## config.mk

```make
export PLATFORM = sky130hd
export DESIGN_NAME = seven_seg_scan_driver
export DESIGN_NICKNAME = d
export VERILOG_FILES = /design/src/rtl/seven_seg_scan_driver.sv
export SDC_FILE = /design/constraint.sdc
export NUM_CORES = 1
export LEC_CHECK = 0
export BUFFER_PORTS_ARGS = -buffer_cell sky130_fd_sc_hd__buf_4
export CAP_MARGIN = 20
export CORE_ASPECT_RATIO = 0.7
export CORE_MARGIN = 2
export CORE_UTILIZATION = 40
export DETAILED_ROUTE_END_ITERATION = 7
export GPL_ROUTABILITY_DRIVEN = 1
export PLACE_DENSITY_LB_ADDON = 0.15
export SETUP_SLACK_MARGIN = 0.05
export SKIP_CTS_REPAIR_TIMING = 1
export SYNTH_ARGS = -nofsm -noshare
export SYNTH_HDL_FRONTEND = slang
export SYNTH_SLANG_ARGS = --single-unit
```

## constraint.sdc

```tcl
create_clock -name clk -period 7 [get_ports clk]
set_clock_uncertainty 0.15 [all_clocks]
set_input_delay 1.4 -clock clk [delete_from_list [all_inputs] [get_ports clk]]
set_output_delay 1.4 -clock clk [all_outputs]
set_load 0.02 [all_outputs]
```

## src/rtl/seven_seg_scan_driver.sv

```systemverilog
`default_nettype none
// +--------------------------------------------------------------------------+
// | Module      : seven_seg_scan_driver                                      |
// | Description : Multiplexed common-anode 7-segment scanner with dead time, |
// |               leading-zero blanking and frame-aligned word updates.      |
// | Revision    : 1.0 - initial release                                      |
// +--------------------------------------------------------------------------+
module seven_seg_scan_driver #(
    parameter int NUM_DIGITS    = 4,
    parameter int REFRESH_DIV   = 50000,
    parameter int BLANK_LEADING = 1
) (
    input  logic                    clk,
    input  logic                    reset,
    input  logic                    load_valid,
    output logic                    load_ready,
    input  logic [4*NUM_DIGITS-1:0] load_data,
    output logic [3:0]              digit_code,
    output logic [NUM_DIGITS-1:0]   anode_n,
    output logic                    frame_start
);

    localparam int CNT_W = $clog2(REFRESH_DIV);
    localparam int IDX_W = (NUM_DIGITS > 1) ? $clog2(NUM_DIGITS) : 1;

    localparam logic [CNT_W-1:0] c_CNT_LAST = CNT_W'(REFRESH_DIV - 1);
    localparam logic [IDX_W-1:0] c_IDX_LAST = IDX_W'(NUM_DIGITS - 1);

    logic [CNT_W-1:0]        r_cnt;
    logic [IDX_W-1:0]        r_idx;
    logic [4*NUM_DIGITS-1:0] r_act;
    logic [4*NUM_DIGITS-1:0] r_pend;
    logic                    r_pend_v;

    logic                    w_slot_end;
    logic                    w_boundary;
    logic                    w_xfer;
    logic [NUM_DIGITS-1:0]   w_blank;

    assign w_slot_end = (r_cnt == c_CNT_LAST);
    assign w_boundary = w_slot_end && (r_idx == c_IDX_LAST);
    assign w_xfer     = load_valid && !r_pend_v;

    always_ff @(posedge clk) begin
        if (reset) begin
            r_cnt    <= '0;
            r_idx    <= '0;
            r_act    <= '0;
            r_pend   <= '0;
            r_pend_v <= 1'b0;
        end else begin
            if (w_slot_end) begin
                r_cnt <= '0;
                r_idx <= (r_idx == c_IDX_LAST) ? '0 : r_idx + 1'b1;
            end else begin
                r_cnt <= r_cnt + 1'b1;
            end

            // Active word only changes at the frame boundary so a frame never tears.
            if (w_boundary) begin
                if (r_pend_v) begin
                    r_act    <= r_pend;
                    r_pend_v <= 1'b0;
                end else if (w_xfer) begin
                    r_act <= load_data;
                end
            end else if (w_xfer) begin
                r_pend   <= load_data;
                r_pend_v <= 1'b1;
            end
        end
    end

    // Scan from the top digit down, tracking whether everything above is zero.
    always_comb begin : p_blank
        logic v_zero_run;
        w_blank    = '0;
        v_zero_run = 1'b1;
        for (int k = NUM_DIGITS - 1; k >= 0; k--) begin
            v_zero_run = v_zero_run && (r_act[4*k +: 4] == 4'd0);
            w_blank[k] = (r_act[4*k +: 4] > 4'd9) ||
                         ((BLANK_LEADING != 0) && (k > 0) && v_zero_run);
        end
    end

    always_comb begin
        digit_code = 4'd0;
        anode_n    = '1;
        for (int k = 0; k < NUM_DIGITS; k++) begin
            if (r_idx == IDX_W'(k)) begin
                digit_code = r_act[4*k +: 4];
                if ((r_cnt != '0) && !w_blank[k]) begin
                    anode_n[k] = 1'b0;
                end
            end
        end
    end

    assign load_ready  = !r_pend_v;
    assign frame_start = (r_cnt == '0) && (r_idx == '0);

endmodule
`default_nettype wire

```

==> results.md <==
STA:
- The ratio of final minimum period to clock period is between 50% and 60%.
- Setup repair after global routing left no endpoint under its margin.
- The number of pins exceeding their max-slew limit in the final report is 0.
- For the pin with the worst max-slew slack, the measured transition is between 0.9 and 1 ns.
- The total count of hold-check failures in the final report came to 0.
- Static timing analysis puts the maximum clock frequency at 277 MHz.
- The worst path in the final design needs a cycle of approximately 3.6 ns, including I/O delays and setup.
- The number of setup violations in the final report is 0.
- Measured against its own limit, the worst slew margin works out to a little under two fifths.
- For the final routed database, the setup TNS stands at 0 ns.

Floorplanning:
- The initial core utilization is between 40% and 50%.
- The die is just over 70 microns tall.
- The row count is 24.
- The die covers ~7400 sq um.
- The floorplan die width is ~100 microns.
- The I/O pin count is 29.
- The area of the core is between 6000 and 7000 sq um.

Critical path:
- The register-to-register path setup slack is 4.43 ns.
- The kind of cell with the highest combined delay along the critical path is simple AND/OR/NAND/NOR gates.
- The maximum fanout along the worst path is 6.
- The worst setup path is captured at an output port.
- The critical path goes through or4_4 -> nor2_1 -> nand4_1 -> nand4b_1 -> buf_4.
- For the worst flop-to-flop path, the logic depth is 4.
- The critical path data required time is 5.45 ns.
- The largest stage delay on the critical path is between 0.5 and 0.6 ns.
- The slowest stage of the critical path belongs to the cell sky130_fd_sc_hd__or4_4.
- In this run the critical register-to-register path is captured at r_cnt[14].
- The kind of start point of the critical path is a register.
- The startpoint of the most critical register-to-register path is r_cnt[7].
- The type of the setup path with the least slack is register to output port.
- The buffers plus inverters on the worst setup path is 1.
- The critical path arrival is a little over 2 ns.

Clocking:
- The clock latency at the later pin of the worst-skew pair is just over 0.3 ns.
- After clock tree synthesis, the clock-pin slew on the worst setup and hold paths is roughly 0.1 ns.
- The H-tree depth reported by CTS is 2.
- TritonCTS built the clock tree.
- The number of buffers added by the clock tree synthesis step is 5.
- The number of sinks handled by clock tree synthesis is 51.
- The tree is rooted in a sky130_fd_sc_hd__clkbuf_8.
- No sink is reached through more buffers than the 2 on the longest clock path.

Logic synthesis:
- The number of flip-flops and latches in the synthesized netlist is 51.
- Of all cell types, the one taking the most synthesized area is sky130_fd_sc_hd__dfxtp_1.
- The area fraction in compound gates after synthesis is 10.6%.
- After synthesis, the largest family of logic cells by area is simple AND/OR/NAND/NOR gates.
- The cell area that synthesis handed to floorplanning was around 2700 sq um.
- The post-synthesis simple-gate area fraction is approximately a quarter.
- The most used flip-flop cell after synthesis is sky130_fd_sc_hd__dfxtp_1.
- The portion of synthesized area spent on multiplexers is about an eighth.
- Synthesis handed over a netlist of about 320 instances.
- The adder and majority gate portion of the synthesized area is 2.79%.
- A synthesized cell averages 8.47 sq um.
- The number of nets in the synthesized netlist is roughly 340.
- The sequential fraction of the synthesis area is between 30% and 40%.
- The xor and xnor fraction of the mapped netlist area is 3.59%.
- The share of Yosys cell area claimed by the top area cell type is a little under two fifths.
- After synthesis, the share of flip-flops with an asynchronous set or reset is 0%.
- The count of cell types in the netlist is 38.
- The synthesized design contains 0 enable-type register cells.
- After synthesis, the cell types taking the most area are sky130_fd_sc_hd__dfxtp_1 (38%), sky130_fd_sc_hd__mux2_2 (6.7%), sky130_fd_sc_hd__nand2_1 (6.0%).
- The Yosys warning count is 0.

Final layout:
- The total of fill cells in the finished design is around 650.
- The final net count is roughly 360.
- From synthesis to final layout, the design area changed by 14.5%.
- The antenna cell count is 0.
- The storage element area is slightly above 1000 sq um.
- In the final layout, the multi-input gates occupy 1510 sq um.
- Cells with a size suffix above 1 make up a little under a fifth of the layout.
- The library cells used most frequently in the layout, excluding fill and tap cells, are sky130_fd_sc_hd__dfxtp_1 (51), sky130_fd_sc_hd__nand2_1 (43), sky130_fd_sc_hd__buf_4 (32).
- The most frequent standard cell in the layout excluding fill and tap cells is sky130_fd_sc_hd__dfxtp_1.

Global routing:
- Entering global routing, the biggest net connects 34 pins.
- Global routing finished with a remaining overflow of 0.
- The first global-routing pass estimated between 10 and 15 mm of wire.
- The number of antenna violations at the first check in global routing came to 0.
- The via count of the first global-routing pass was ~2100.
- Across every metal layer, demand over resource in global routing totals 18.6%.

Hold path:
- Counting instances, the worst hold path has a depth of 2.
- The start point of the worst hold path is r_pend[10].
- The endpoint of the worst hold-timing path is r_pend[10].
- The min-delay analysis places its worst path in the category register to register.

Placement:
- At the end of routability-driven placement, the weighted congestion stood at between 0.8 and 0.9.
- Detailed placement finished with a half-perimeter wire length of between 4 and 5 mm.
- The count of input and output buffers is 28.

Pwr:
- Power spread over the standard cell area amounts to around 190 nW/um^2.
- Summing internal, switching and leakage power gives about 570 uW.
- Across the VDD grid, the largest voltage drop is roughly 0.00013 V.
- In this run the static leakage power is roughly 1.1 nW.

Drt:
- In the routed design, unresolved DRC markers number 0.
- Summing over every cut layer, the via total after detailed routing is approximately 2300.
- Once detail routing completed, the nets flagged for antenna violations numbered 0.
- The wire length after detailed routing is approximately 6.4 mm.
- Dividing the detail-routed via count by the number of cells gives ~5.5.
- After detailed routing, the average wire length per cell comes to 14.9 microns.
- Before antenna repair, the detailed router went through 4 iterations.
- The violation count after the first detailed-route iteration is roughly 110.

Run:
- The number of max-cap violations is 0.

Status:
- The flow ran to the end, and the final reports show no timing, DRC or antenna violations.
-- cell families (layout without fill, tap and decap cells) --
family | after synthesis | after routing
simple gates | 137 | 137
flops | 51 | 51
compound gates | 46 | 46
buf+inv | 34 | 52
mux | 32 | 32
xor+xnor | 11 | 11
fa+ha+maj | 6 | 6
-- sequential cells by signal, summed over array words and instances, names as in the netlist --
name / count
r_cnt: 16
r_act: 16
r_pend_v: 1
r_pend: 16
r_idx: 2
-- metrics by stage --
step	hold WS [ns]	instance area (sq um)	setup slack, ns	instances	util, %
global placement	0.288	2920	3.80	415	45.8
finish	0.312	3080	3.39	426	48.3
floorplan	0.276	2690	3.98	317	-
CTS	0.314	3040	3.40	424	47.8
detailed placement	0.297	2920	3.75	416	45.9
global route	0.331	3080	3.29	426	48.3
-- routing by layer --
| metal | up-vias | routed length (microns) | GRT usage, % |
|---|---|---|---|
| met2 | 49 | 2510 | 24.6 |
| met4 | 0 | 90 | 5.48 |
| met3 | 9 | 354 | 3.66 |
| met1 | 1098 | 3400 | 29.7 |
| met5 | - | 0 | 0 |
| li1 | 1177 | - | - |
-- area by class of cell --
| class | count | share of cell area (%) |
|---|---|---|
| sequential | 51 | 33.2 |
| clock buffer | 6 | 2.69 |
| inverter | 11 | 1.34 |
| tap | 91 | 3.70 |
| timing repair buffer | 33 | 8.71 |
| multi-input combinational | 232 | 49.2 |
| clock inverter | 2 | 1.14 |
-- synthesized netlist by cell type, drive strengths merged, types with 10 or more instances --
| library cell | count |
|---|---|
| a21oi | 13 |
| a31oi | 16 |
| clkbuf | 16 |
| dfxtp | 51 |
| inv | 11 |
| mux2 | 16 |
| mux2i | 16 |
| nand2 | 43 |
| nand3 | 10 |
| nor2 | 18 |
| nor3 | 19 |
| nor4 | 21 |
| o21ai | 13 |
-- worst max-delay path by stage --
stage	cells past startpoint	to	start	slack, ns
after CTS	5	anode_n[3]	r_cnt[7]	3.40
after floorplan	6	digit_code[0]	r_idx[1]	3.98
after global placement	5	anode_n[3]	r_cnt[11]	3.80
final	5	anode_n[3]	r_cnt[7]	3.39
after global routing	5	anode_n[3]	r_cnt[7]	3.29
after detailed placement	4	r_cnt[14]	reset	3.75
-- power breakdown --
group | leakage (nW) | internal (mW) | switching, mW
sequential | 0.414 | 0.298 | 0.00707
clock | 0.0612 | 0.116 | 0.0986
combinational | 0.634 | 0.0290 | 0.0268
total | 1.11 | 0.442 | 0.132
-- worst reg2reg max path, cell delays in order, from the launching register on --
cell and delay, ns:
sky130_fd_sc_hd__dfxtp_1 0.37, sky130_fd_sc_hd__or4_4 0.56, sky130_fd_sc_hd__or4_4 0.65, sky130_fd_sc_hd__o21ai_2 0.59, sky130_fd_sc_hd__a21oi_1 0.10
No activity file was read; power rests on OpenSTA's default activity.
